## src/rtl/pc_gen.sv

```systemverilog
`default_nettype none
// ============================================================================
// Module      : pc_gen
// Description : Fetch-stage program-counter generator. Sequential fetch,
//               stall hold, branch/jump redirect with alignment check,
//               trap entry with EPC/MTVAL capture, mret return and a
//               debug halt/resume state machine.
// Revision    : 1.0 - initial release
// ============================================================================
module pc_gen #(
    parameter int          XLEN         = 32,
    parameter logic [31:0] RESET_VECTOR = 32'h0000_0000,
    parameter logic [31:0] TRAP_VECTOR  = 32'h0000_0100,
    parameter int          IALIGN       = 4
) (
    input  logic            clk,
    input  logic            reset,
    input  logic            stall,
    input  logic            redirect_valid,
    input  logic [XLEN-1:0] redirect_target,
    input  logic            trap_valid,
    input  logic            mret_valid,
    input  logic            halt_req,
    input  logic            resume,
    output logic [XLEN-1:0] pc,
    output logic [XLEN-1:0] pc_plus,
    output logic            pc_valid,
    output logic            flush,
    output logic [XLEN-1:0] epc,
    output logic [XLEN-1:0] mtval,
    output logic            misalign,
    output logic            halted
);

    // Only 2-byte (compressed) and 4-byte instruction alignment exist.
    generate
        if (IALIGN != 2 && IALIGN != 4) begin : g_bad_ialign
            $error("pc_gen: IALIGN must be 2 or 4");
        end
    endgenerate

    localparam int            c_ALIGN_BITS = (IALIGN == 4) ? 2 : 1;
    localparam logic [XLEN-1:0] c_INC      = XLEN'(IALIGN);
    localparam logic [XLEN-1:0] c_RESET_PC = XLEN'(RESET_VECTOR);
    localparam logic [XLEN-1:0] c_TRAP_PC  = XLEN'(TRAP_VECTOR);

    typedef enum logic [1:0] {
        S_BOOT   = 2'd0,
        S_RUN    = 2'd1,
        S_HALTED = 2'd2
    } state_t;

    state_t          r_state;
    logic [XLEN-1:0] r_pc;
    logic [XLEN-1:0] r_epc;
    logic [XLEN-1:0] r_mtval;
    logic            r_pc_valid;
    logic            r_flush;
    logic            r_misalign;
    logic            r_halted;

    logic [XLEN-1:0] w_pc_plus;
    logic            w_target_misaligned;

    // Sequential increment wraps modulo 2^XLEN; target low bits flag misalignment.
    always_comb begin
        w_pc_plus           = r_pc + c_INC;
        w_target_misaligned = (redirect_target[c_ALIGN_BITS-1:0] != '0);
    end

    // Control FSM and next-pc selection; flush/misalign default to a one-cycle pulse.
    always_ff @(posedge clk) begin
        if (reset) begin
            r_state    <= S_BOOT;
            r_pc       <= c_RESET_PC;
            r_epc      <= '0;
            r_mtval    <= '0;
            r_pc_valid <= 1'b0;
            r_flush    <= 1'b0;
            r_misalign <= 1'b0;
            r_halted   <= 1'b0;
        end else begin
            r_flush    <= 1'b0;
            r_misalign <= 1'b0;
            case (r_state)
                S_BOOT: begin
                    r_state    <= S_RUN;
                    r_pc_valid <= 1'b1;
                end
                S_RUN: begin
                    if (trap_valid) begin
                        r_pc    <= c_TRAP_PC;
                        r_epc   <= r_pc;
                        r_mtval <= '0;
                        r_flush <= 1'b1;
                    end else if (redirect_valid && w_target_misaligned) begin
                        // A misaligned target is converted into a trap.
                        r_pc       <= c_TRAP_PC;
                        r_epc      <= r_pc;
                        r_mtval    <= redirect_target;
                        r_misalign <= 1'b1;
                        r_flush    <= 1'b1;
                    end else if (mret_valid) begin
                        r_pc    <= r_epc;
                        r_flush <= 1'b1;
                    end else if (redirect_valid) begin
                        r_pc    <= redirect_target;
                        r_flush <= 1'b1;
                    end else if (halt_req) begin
                        r_state    <= S_HALTED;
                        r_pc_valid <= 1'b0;
                        r_halted   <= 1'b1;
                    end else if (!stall) begin
                        r_pc <= w_pc_plus;
                    end
                end
                S_HALTED: begin
                    // Redirect and mret are ignored while halted; a trap wakes the core.
                    if (trap_valid) begin
                        r_pc       <= c_TRAP_PC;
                        r_epc      <= r_pc;
                        r_mtval    <= '0;
                        r_flush    <= 1'b1;
                        r_state    <= S_RUN;
                        r_pc_valid <= 1'b1;
                        r_halted   <= 1'b0;
                    end else if (resume) begin
                        r_state    <= S_RUN;
                        r_pc_valid <= 1'b1;
                        r_halted   <= 1'b0;
                    end
                end
                default: begin
                    r_state    <= S_BOOT;
                    r_pc_valid <= 1'b0;
                    r_halted   <= 1'b0;
                end
            endcase
        end
    end

    assign pc       = r_pc;
    assign pc_plus  = w_pc_plus;
    assign pc_valid = r_pc_valid;
    assign flush    = r_flush;
    assign epc      = r_epc;
    assign mtval    = r_mtval;
    assign misalign = r_misalign;
    assign halted   = r_halted;

endmodule
`default_nettype wire

```

## config.mk

```make
export PLATFORM = sky130hd
export DESIGN_NAME = pc_gen
export DESIGN_NICKNAME = d
export VERILOG_FILES = /design/src/rtl/pc_gen.sv
export SDC_FILE = /design/constraint.sdc
export NUM_CORES = 1
export LEC_CHECK = 0
export ABC_AREA = 1
export CAP_MARGIN = 20
export CORE_MARGIN = 10
export CORE_UTILIZATION = 50
export DETAILED_ROUTE_END_ITERATION = 8
export GPL_TIMING_DRIVEN = 0
export PLACE_DENSITY_LB_ADDON = 0.12
export SLEW_MARGIN = 20
export SYNTH_ARGS = -nofsm -noshare
export SYNTH_HDL_FRONTEND = slang
export SYNTH_SLANG_ARGS = --single-unit
```

## constraint.sdc

```tcl
create_clock -name clk -period 3.19 [get_ports clk]
set_input_delay 0.957 -clock clk [delete_from_list [all_inputs] [get_ports clk]]
set_output_delay 0.957 -clock clk [all_outputs]
set_load 0.005 [all_outputs]
```

; After elaboration in Yosys (flattened, before gate mapping)
; Cells that the tools add are included.
[op_classes]
add_sub_neg = 1
n_reduce_logical = 9
eq_ne = 12
n_mux = 47
n_bitwise = 2
[ops]
columns = op, count
row1 = 32-bit 2-to-1 mux, 13
row2 = 32-bit one-hot mux with 2 select lines, 3
row3 = 32-bit by 3-bit adder with 32-bit output (second input constant), 1
row4 = 1-bit 2-to-1 mux, 20
row5 = 2-bit 2-to-1 mux, 7
row6 = 2-bit inequality test (second input constant), 6
row7 = 6-bit inequality test (second input constant), 2
row8 = 7-bit AND reduction, 1
row9 = 3-bit inequality test (second input constant), 2
row10 = 1-bit one-hot mux with 3 select lines, 2
row11 = 2-bit one-hot mux with 3 select lines, 1
row12 = 6-bit AND reduction, 1
row13 = 4-bit AND reduction, 1
row14 = 2-bit nonzero test, 2
row15 = 3-bit AND reduction, 1
row16 = 3-bit OR reduction, 1
row17 = 2-bit by 1-bit == test with 1-bit output (second input constant), 1
row18 = 2-bit == test (second input constant), 1
row19 = 2-bit zero test, 1
row20 = 1-bit NOT, 2
row21 = 1-bit one-hot mux with 2 select lines, 1
row22 = 1-bit logical AND, 1
[totals]
regBits = 102
out_inout_bits = 132
wordCells = 79

; Logic depth before layout (Yosys ltp)
[logic_depth]
depth_word = 8
ltp_mapped = 11
mapped_depth_nobuf = 11

; Worst setup path before layout
; Ideal clock, no wire load.
[synth_path]
path_kind = register to output
start = register r_pc[3], in the netlist pc[3]
end = output port pc_plus[22]
path_slack_ns = 0.855
arrival_time_ns = 1.378
stages_incl_launch_ff = 8
path_cell_list = dfxtp_1 > ha_1 > inv_1 > nor2_2 > nand2_2 > nor2_4 > nand3_1 > and2_1
[synth_via]
elab_chain_len = 1
[synth_rtl]
columns = item, line
row1 = start: declaration, 54  ; logic [XLEN-1:0] r_pc;
row2 = start signal: assignment, 75  ; r_pc <= c_RESET_PC;
row3 = start signal: assignment, 92  ; r_pc <= c_TRAP_PC;
row4 = start signal: assignment, 98  ; r_pc <= c_TRAP_PC;
row5 = 32-bit by 3-bit adder with 32-bit output, 67  ; w_pc_plus = r_pc + c_INC;
row6 = end: declaration, 26  ; output logic [XLEN-1:0] pc_plus,
; No other way between the ends.

; Worst setup path after layout
[layout_path]
start = register r_pc[15], in the netlist pc[15]
end = output port pc_plus[28]
; The elaborated chain is that of the path after synthesis.

==> summary.md <==
| Metric | Value |
|---|---|
| Crit path depth | `8` |
| Hpwl dp | `15,400 um` |
| WL per Instance | `17.7 um` |
| Worst r2r src | `pc_valid` |
| Largest net degree at the start of global routing | `17` |
| Die Ht | `122 um` |
| Int Pwr | `2.62 mW` |
| Hold endpoint | `mtval[22]` |
| R2r endpoint | `pc[15]` |
| Hold depth | `2` |
| Longest Clk Path Bufs | `2` |
| Hold Buf Count CTS | `0` |
| Post-Syn Instances | `approximately 820` |
| Unrepaired setup endpoints after global routing | `yes` |
| Crit path max-delay cell type | `clkdlybuf4s50_1` |
| Clock sinks | `between 100 and 150` |
| Pwr Density | `between 500 and 600 nW/um2` |
| Post-synth net total | `859` |
| Layout overhead on the synthesized area | `44.3%` |
| Critical path fanouts, max | `6` |
| Fin crit share | `101%` |
| GRT Util Overall | `26.0%` |
| I/O Buffers | `between 150 and 200` |
| GPL Wtd Cong | `0.982` |
| Via-to-Cell Ratio | `5.48` |
| Reg2reg path depth | `8` |
| Cell Rows | `37` |
| Grt ovf | `0` |
| Core area | `around 10,000 um2` |
| Mapped Area | `5200 um2` |
| CTS Root Cell | `clkbuf_8` |
| Endpoints failing setup | `1` |
| Clock Latency Late Sink | `roughly 0.37 ns` |
| WP data required | `2.23 ns` |
| Slew at the pin closest to its max-slew limit | `roughly 0.64 ns` |
| Seq cells post-synth | `101` |
| Clock network fraction of total power | `19.6%` |
| FF-to-FF setup slack | `1.10 ns` |
| Routed Antenna Nets | `0` |
| Clk slew on worst S/H paths | `0.11 ns` |
| Residual DRC | `0` |
| N_diodes | `0` |
| Post-DP Area | `7070 um2` |
| Die footprint | `14,900 um2` |
| Psw | `1.62 mW` |
| Num CTS Buffers | `9` |
| Min-Delay Startpoint | `mtval[22]` |
| Share of power burned in registers | `39.7%` |
| H-Tree Depth | `3` |
| VDD IR-drop max | `0.375 mV` |
| Failing checks | `setup timing` |
| Seq/Total Area, Yosys | `between 30% and 40%` |
| Share of layout cells above drive strength 1 | `under 10%` |
| Design Area, Final | `around 7500 um2` |
| Most repeated library cell on the critical path | `nand2_1` |
| WP buf/inv | `1` |
| # IOs | `172` |
| Critical Path Sink Type | `output port` |
| Fmax | `0.311 GHz` |
| YS warnings | `0` |
| Fin crit period | `3.21 ns` |
| Initial antenna violation count | `0` |
| Slew HR | `between 50 and 60%` |
| Vias in the first global route | `around 6,000` |
| Initial Util | `between 50 and 60%` |
| Netlist cell types | `30` |
| Delay-heaviest family, CP | `simple AND/OR/NAND/NOR gates` |
| Max cap viols | `0` |
| Switching fraction of total power | `a little under two fifths` |
| CTS tree | `built` |
| Outcome | `finished with violations` |
| WS Path Type | `reg -> out` |
| Drt pass-1 iters | `8` |
| DRT Wirelength | `20,200 um` |
| Max-slew violations | `0` |
| Startpoint Class | `register` |
| Final TNS setup | `-0.0237 ns` |
| Hold WC Path Type | `reg -> reg` |
| Vias | `6,260` |
| Most common cell after layout, fill and taps aside | `nand2_1` |
| Final Hold Vio Count | `0` |
| Worst path max stage delay | `0.51 ns` |
| Commonest non-fill, non-tap cells in the layout | `236 x nand2_1, 166 x clkdlybuf4s50_1, 120 x a21oi_1` |
| Number of DRC markers in iteration 0 | `around 600` |
| Leakage | `2.78 nW` |
| Nets | `1,048` |
| Mean Syn Cell Area | `~6.4 um2` |
| Worst Slack Setup Final | `-0.0237 ns` |
| Crit-path cells | `nand2_1 -> nor2_1 -> nand2_1 -> nor2_1 -> nand2_1 -> nand2_1 -> and2_1 -> clkdlybuf4s50_1` |
| Worst Path Arrival | `2.26 ns` |
| First-pass GRT wire length | `~31,000 um` |
| Clock skew | `0.0189 ns` |
| Die X | `122 um` |
| Comb pwr share | `about two fifths` |
[worst register-to-register path, stage by stage, from the launching register on]
cell and delay (ns):
dfxtp_1 0.39, inv_1 0.10, ha_1 0.29, nor3_2 0.35, nand3_1 0.28, buf_2 0.28, nor2_1 0.13, nand2_1 0.07
a21oi_1 0.12
[synthesized netlist by cell type]
cell | instances | area (um2)
nand2_1 | 240 | 901
a21oi_1 | 120 | 601
dfxtp_1 | 101 | 2020
nor2_1 | 99 | 372
nand3_1 | 64 | 320
inv_1 | 48 | 180
o21ai_0 | 41 | 205
clkbuf_1 | 30 | 113
and2_1 | 18 | 113
buf_2 | 11 | 55.1
xor2_1 | 7 | 61.3
buf_4 | 4 | 30.0
ha_1 | 4 | 50.1
nand4_1 | 4 | 25.0
o211ai_1 | 4 | 30.0
inv_2 | 3 | 11.3
o21ai_1 | 3 | 15.0
nor2_2 | 2 | 12.5
a211oi_1 | 1 | 7.51
buf_1 | 1 | 3.75
nand2_2 | 1 | 6.26
nand3b_1 | 1 | 7.51
nor2_4 | 1 | 11.3
nor3_1 | 1 | 5.00
nor3_2 | 1 | 10.0
nor4_1 | 1 | 6.26
o21a_1 | 1 | 7.51
o21ai_2 | 1 | 8.76
o22ai_1 | 1 | 6.26
or2_1 | 1 | 6.26
[what timing repair did]
item / 4_1_cts / 5_1_grt
setup buffers: 2 / 6
pin swaps: 2 / 4
resized for setup: 29 / 45
setup endpoints to repair: 21 / 22
hold endpoints to repair: 0 / 0
[per-stage QoR]
| stage | utilization (%) | hold slack [ns] | setup slack (ns) | power [mW] | cells |
|---|---|---|---|---|---|
| 3_3_place_gp | 69.1 | 0.453 | 0.117 | 3.38 | 1121 |
| 4_1_cts | 71.8 | 0.471 | -0.0303 | 4.21 | 1137 |
| 6_report | 73.4 | 0.469 | -0.0237 | 4.24 | 1143 |
| 5_1_grt | 73.4 | 0.482 | -0.0833 | 4.48 | 1143 |
| 3_5_place_dp | 69.1 | 0.455 | 0.122 | 3.39 | 1121 |
| 2_1_floorplan | - | 0.445 | 0.855 | 2.49 | 815 |
[worst max-delay path by stage]
stage,startpoint,endpoint
global route,pc[14],pc_plus[28]
finish,pc[15],pc_plus[28]
floorplan,pc[3],pc_plus[22]
detailed placement,pc[3],pc_plus[30]
global placement,pc[3],pc_plus[30]
CTS,pc[5],pc_plus[27]
[power groups by stage]
stage                     Sequential, mW  Combinational, mW  Clock, mW
after floorplan                     1.68              0.812          0
after global placement              1.69               1.68          0
after detailed placement            1.69               1.69          0
after CTS                           1.67               1.71      0.830
after global routing                1.71               1.89      0.881
final                               1.68               1.73      0.831
[routing by layer]
layer	share of wire, %	wire length [um]	global-route usage, %
met3	10	2070	6.01
met2	47	9510	42.8
met4	3.3	675	10.9
met1	39	7960	31.8
met5	0	0	0
[sequential cells by signal (all words and copies together), names as in the netlist]
signal,cells
pc_valid,1
epc,32
misalign,1
mtval,32
flush,1
r_state,1
halted,1
pc,32
[cell families after synthesis]
| kind of cell | count (synthesis) | synth area share (%) |
|---|---|---|
| adder cells (fa/ha/maj) | 4 | 0.962 |
| buffers and inverters | 97 | 7.55 |
| AO/OA/AOI/OAI | 172 | 16.9 |
| AND/OR/NAND/NOR | 434 | 34.5 |
| flip-flops | 101 | 38.9 |
| XOR/XNOR | 7 | 1.18 |
[area by class of cell]
type / count / area [um2]
Buffer: 46 / 201
Inverter: 51 / 191
Multi-Input combinational cell: 617 / 2920
Fill cell: 892 / 2720
Clock buffer: 9 / 124
Tap cell: 136 / 170
Sequential cell: 101 / 2070
Clock inverter: 5 / 60.1
Timing Repair Buffer: 178 / 1770
Power figures use the tool's default switching activity.
